===== src/rtl/fp32_delay_line.sv =====
// Fixed-depth shift register, cleared by asynchronous reset, shifting every cycle.
module fp32_delay_line #(
   parameter int DEPTH = 3,
   parameter int WIDTH = 65
) (
   input  logic             clk,
   input  logic             rst,
   input  logic [WIDTH-1:0] din_i,
   output logic [WIDTH-1:0] dout_o
);

   logic [WIDTH-1:0] line_q [DEPTH];

   always_ff @(posedge clk or posedge rst) begin
      if (rst) begin
         for (int i = 0; i < DEPTH; i++) line_q[i] <= '0;
      end else begin
         line_q[0] <= din_i;
         for (int i = 1; i < DEPTH; i++) line_q[i] <= line_q[i-1];
      end
   end

   assign dout_o = line_q[DEPTH-1];

endmodule


===== config.mk =====
export PLATFORM = sky130hd
export DESIGN_NAME = fp32_delay_line
export DESIGN_NICKNAME = d
export VERILOG_FILES = /design/src/rtl/fp32_delay_line.sv
export SDC_FILE = /design/constraint.sdc
export NUM_CORES = 1
export LEC_CHECK = 0
export CAP_MARGIN = 15
export CORE_UTILIZATION = 43
export DETAILED_ROUTE_END_ITERATION = 16
export GPL_TIMING_DRIVEN = 0
export PLACE_DENSITY_LB_ADDON = 0.08
export SLEW_MARGIN = 10
export SYNTH_ARGS = -nofsm -noshare
export SYNTH_HDL_FRONTEND = slang
export SYNTH_SLANG_ARGS = --single-unit
export TNS_END_PERCENT = 5

===== constraint.sdc =====
create_clock -name clk -period 8.01 [get_ports clk]
set_clock_uncertainty 0.15 [all_clocks]
set_input_delay 2.403 -clock clk [delete_from_list [all_inputs] [get_ports clk]]
set_output_delay 2.403 -clock clk [all_outputs]
set_load 0.01 [all_outputs]

==> run summary, run 1 <==
Worst slew margin: 60.01%
Detail Placement HPWL: 4.364 mm
Share of cells above drive strength 1: 22.35%
Largest area contributor in the netlist: dfrtp_1
Setup Buffers After CTS: 0
Core Region: 12110 um2
Syn_area_per_cell: 20.58 um2
Post-synth top flop: dfrtp_1
Vias: 2255
Final antenna-violating net count: 0
CP startpoint kind: flop
Period utilization: 49.30%
Count of cell types in the netlist: 3
Crit. End Element: output pin
Status: finished clean
Flop pwr share: 55.1%
Multi-input gate count: 0
FF+latch count, synth: 195
Most frequent cell after synthesis: dfrtp_1
Kind of critical path: flop to output pin
YS warnings: 0
TritonRoute pass-1 iters: 3
CTS Buffer Depth: 2
Post-synth top cells: 195 x dfrtp_1, 65 x buf_4, 1 x inv_1
CTS H-tree depth: 4
R2r startpoint: line_q[183]
Hold-fix buffers, CTS: 0
RSZ-0062 raised after global routing: no
Clock transition at path regs: 0.06 ns
Fin. Hold Viols: 0
Number of buffers and inverters on the critical path: 2
Total CTS buffers: 17
Avg WL per Cell: 11.53 um
Critical Path Sink: dout_o[5]
Clock Latency Late Sink: 0.41 ns
Slew Viols, Final: 0
Resized cells post-CTS: 0
Ratio of total power to cell area: 254.7 nW/um2
Placer congestion estimate: 0.6470
Hold Crit Class: flop to flop
Synth async-reset ratio: 100.0%
Vias in the first global route: 2366
DRC violations left: 0
Area of the multi-input gates: 0 um2
Post-synthesis cell count: 261
Psw: 376.8 uW
Worst path slowest cell: clkdlybuf4s50_1
CTS sink count: 195
Final setup fails: 0
Internal cell power: 1521 uW
Die footprint: 12940 um2
Pre-CTS setup slack: 4.000 ns
# IOs: 132
Largest net degree at the start of global routing: 125
First-pass GRT wire length: 11.25 mm
Ant. Diodes: 0
CTS tree: done
Setup ws final: 4.061 ns
Post-synth top area share: 90.85%
CP max FO: 1
EDFF count, synth: 0
Global route overflow: 0
Mapped cell area: 5371 um2
FF-to-FF End: line_q[118]
VDD IR max: 0.1692 mV
Setup TNS: 0 ns
Area contributors post-synth: dfrtp_1 91%, buf_4 9.1%, inv_1 0.070%
Reg2Reg Setup Slack: 7.37 ns
Part of the power in combinational logic: 6.2%
Num rows: 40
Syn-to-layout area delta: 38.76%
Tot Pwr: 1898 uW
Switch share: 19.85%
Maximum clock rate: 253.2 MHz
Crit path time final: 3.949 ns
All-layer global routing usage: 12.24%
Die Span Y: 113.8 um
Synthesized Nets: 328
Initial antenna violation count: 0
Final wirelength: 6.840 mm
Critical path required time: 5.46 ns
Worst Setup SP: dout_o[5]
Sequential share of the synthesized area: 90.85%
Post-layout util: 61.54%
Cell area after layout: 7453 um2
Placed cell area: 6928 um2
DR vias/cell: 3.803
Fin nets: 479
Maximum Capacitance Violations: 0
Clock power share: 38.7%
Root Driver: clkbuf_16
Drt initial violations: 126
Arrival time at the worst endpoint: 1.40 ns
Filler instances: 936
Port Buf Inserts: 131
CP max stage delay: 0.49 ns
Delay-heaviest family, CP: buffers and inverters
Cells along the critical path: buf_4, clkdlybuf4s50_1
Worst-Margin Slew: 0.5998 ns
Leak Pwr: 0.003361 uW
Die X: 113.8 um
Depth of the worst register-to-register path: 0
Crit path depth: 2
Initial Utilization: 44.35%
-- per-stage QoR --
step / hold WS (ns) / cells
6_report: 0.1936 / 593
5_1_grt: 0.1960 / 593
4_1_cts: 0.1952 / 593
3_5_place_dp: 0.1847 / 561
3_3_place_gp: 0.1812 / 560
2_1_floorplan: 0.1812 / 261
-- cell type report --
cell class / count / area, um2 / area share (%)
inverter: 1 / 11.26 / 0.1511
buffer: 65 / 488.0 / 6.547
sequential: 195 / 4880 / 65.47
timing repair buffer: 132 / 1339 / 17.96
tap: 168 / 210.2 / 2.820
clock buffer: 23 / 467.9 / 6.278
clock inverter: 9 / 57.56 / 0.7722
-- layout by cell type (no fill, tap or decap) --
cell type	count
clkdlybuf4s50_1	131
clkbuf_16	17
dfrtp_1	195
clkinvlp_4	5
buf_4	65
inv_8	1
clkbuf_8	2
clkinv_2	4
clkbuf_1	4
buf_16	1
-- routing by layer --
metal | global-route usage [%] | routed length [um]
met1 | 14.34 | 2782
met5 | 0 | 0
met2 | 18.33 | 3346
met4 | 7.632 | 146
met3 | 5.739 | 565
-- power groups by stage --
stage	logic, uW	registers, uW	clock network [uW]
global route	128	1050	800
CTS	121	1050	762
global placement	117	1060	0
finish	118	1050	734
floorplan	47.3	1060	0
detailed placement	121	1070	0
-- worst min-delay path by stage --
stage                     start          end  slack (ns)  cells after the start
floorplan            line_q[65]    dout_o[0]        0.18                      0
global placement     line_q[98]   dout_o[33]        0.18                      0
detailed placement   line_q[66]    dout_o[1]        0.18                      0
CTS                 line_q[192]  line_q[127]        0.20                      0
global route        line_q[117]   dout_o[52]        0.20                      0
finish              line_q[117]   dout_o[52]        0.19                      0
-- logic make-up (layout without fill, tap and decap cells) --
group | after synthesis | count (layout) | synth area share, %
DFF | 195 | 195 | 90.85
buffers and inverters | 66 | 230 | 9.154
-- state kept, by name, indices dropped and copies added (netlist names) --
| signal | flops |
|---|---|
| dout_o | 65 |
| line_q | 130 |
No activity file was read; power rests on OpenSTA's default activity.
==> inputs of run 2 (changes only) <==
Settings changed: CORE_UTILIZATION 43 to 48.
Clock period 8.01 ns to 4 ns, I/O delays scaled along.
==> run 2 against run 1 <==
Worst hold slack better by 0.0024 ns. Non-clock buffer count grew 4. Routed wire length rose by 1.7%. Worst setup slack worse by 2.9 ns. Clock-buffer cell count is 5 lower. Final cell count decreased by 4.0%. Combinational power increased by 110%. Register-to-register slack worse by 4.0 ns. Via count is 1.8% higher. Design area up 1.5%. First-iteration DRC count down 63%. Global-route usage up 1.8 points.
==> run summary, run 2 (synthesis results as in run 1) <==
Status: finished clean
Port Buf Inserts: 131 (unchanged)
Num rows: 38 (-5.0%)
Fin nets: 483 (+0.84%)
Largest register by flop count: line_q
Clock transition at path regs: 0.07 ns (about the same)
CTS H-tree depth: 4 (unchanged)
Maximum Capacitance Violations: 0 (unchanged)
RSZ-0062 raised after global routing: no
Leak Pwr: 0.003439 uW (+2.3%)
Setup Buffers After CTS: 0 (unchanged)
Total CTS buffers: 17 (unchanged)
Maximum clock rate: 352.0 MHz
CP max FO: 1 (unchanged)
Hold Crit Class: flop to flop
Share of cells above drive strength 1: 24.01% (+1.7 points)
Area of the multi-input gates: 0 um2 (unchanged)
Core Region: 10890 um2 (-10%)
Hold Path Stages: 0 (unchanged)
Met2 Usage GRT: 21.06% (+2.7 points)
Crit. End Element: output pin
Detail Placement HPWL: 4.692 mm (+7.5%)
Die Span Y: 107.8 um (-5.3%)
All-layer global routing usage: 14.07% (+1.8 points)
Arrival time at the worst endpoint: 1.49 ns (+0.09 ns)
CTS Buffer Depth: 2 (unchanged)
Max reg flops: 130 (unchanged)
Worst-Margin Slew: 0.4939 ns (-0.1059 ns)
R2r startpoint: line_q[147]
Ant. Diodes: 0 (unchanged)
Final setup fails: 0 (unchanged)
Resized cells post-CTS: 0 (unchanged)
Ratio of total power to cell area: 528.0 nW/um2 (+110%)
Most frequent cells in the layout: 195 x dfrtp_1, 131 x clkdlybuf4s50_1, 65 x buf_4
Period utilization: 71.01%
Reg2Reg Setup Slack: 3.36 ns (-4.01 ns)
Placed cell area: 6969 um2 (+0.60%)
CTS tree: done
DRC violations left: 0 (unchanged)
DR vias/cell: 4.033 (+6.1%)
Most common cell after layout, fill and taps aside: dfrtp_1
Die footprint: 11620 um2 (-10%)
Vias in the first global route: 2350 (-0.68%)
Hold Path Origin: line_q[164]
Crit path time final: 2.841 ns
TritonRoute pass-1 iters: 2 (-1)
CP startpoint kind: flop
Kind of critical path: flop to output pin
Hold endpoint: line_q[99]
Worst slew margin: 67.00% (+7.0 points)
Setup TNS: 0 ns (unchanged)
M1 GR Usage: 17.16% (+2.8 points)
Final antenna-violating net count: 0 (unchanged)
Clock Latency Late Sink: 0.51 ns (+0.10 ns)
Initial Utilization: 49.33% (+5.0 points)
Vias: 2295 (+1.8%)
Hold-fix buffers, CTS: 0 (unchanged)
FF-to-FF End: line_q[82]
GRT busiest layer: met2
Fin. Hold Viols: 0 (unchanged)
Initial antenna violation count: 0 (unchanged)
Placer congestion estimate: 0.6738 (+4.1%)
Root Driver: clkbuf_8
First-pass GRT wire length: 11.55 mm (+2.7%)
Syn-to-layout area delta: 40.79%
Depth of the worst register-to-register path: 0 (unchanged)
VDD IR max: 0.2986 mV (+76%)
Final wirelength: 6.953 mm (+1.7%)
CTS sink count: 195 (unchanged)
Global Route met3 Usage: 6.416% (+0.68 points)
Cell area after layout: 7562 um2 (+1.5%)
Avg WL per Cell: 12.22 um (+5.9%)
Global route overflow: 0 (unchanged)
# IOs: 132 (unchanged)
Critical path required time: 2.65 ns (-2.81 ns)
Largest net degree at the start of global routing: 42 (-66%)
Drt initial violations: 47 (-63%)
Multi-input gate count: 0 (unchanged)
Slew Viols, Final: 0 (unchanged)
Die X: 107.8 um (-5.3%)
## run 2: metal layers
metal	vias up	part of all wire [%]
met5	-	0
met4	0	1.8
met3	15	8.2
met2	88	49
met1	1143	41
li1	1049	-
## run 2: final cells by class
cell class | instances | area (um2)
clock buffers | 18 | 427.9
fillers | 726 | 3326
clock inverters | 14 | 165.2
flip-flops and latches | 195 | 4880
plain buffers | 65 | 488.0
well taps | 140 | 175.2
inverters | 1 | 7.507
repair buffers | 136 | 1419
## run 2: stage by stage
step	cells	power, uW	hold slack [ns]	worst slack [ns]	util, %
final	569	3993	0.1961	1.159	69.46
after global routing	569	4160	0.1990	1.085	69.46
after CTS	569	4053	0.2002	1.108	69.46
after detailed placement	537	2384	0.1847	1.388	64.01
after global placement	532	2363	0.1810	-1.126	63.02
after floorplan	261	2221	0.1812	0.1316	-
## run 2: power breakdown
part	leakage [uW]	switching [uW]	internal (uW)
Combinational	0.000875	84.1	160
Clock	0.000291	726	929
Sequential	0.00227	24.7	2070
Total	0.00344	834	3160
## run 2: worst max path at each step
stage / startpoint / endpoint / cells past startpoint
global placement: rst / dout_o[60] / 2
CTS: dout_o[1] / dout_o[1] / 2
detailed placement: rst / line_q[146] / 4
floorplan: rst / dout_o[0] / 1
global route: dout_o[52] / dout_o[52] / 2
finish: dout_o[12] / dout_o[12] / 2
## run 2: worst max-delay path: stages (launching register included)
cell	delay [ns]
dfrtp_1	0.38
buf_4	0.13
clkdlybuf4s50_1	0.47
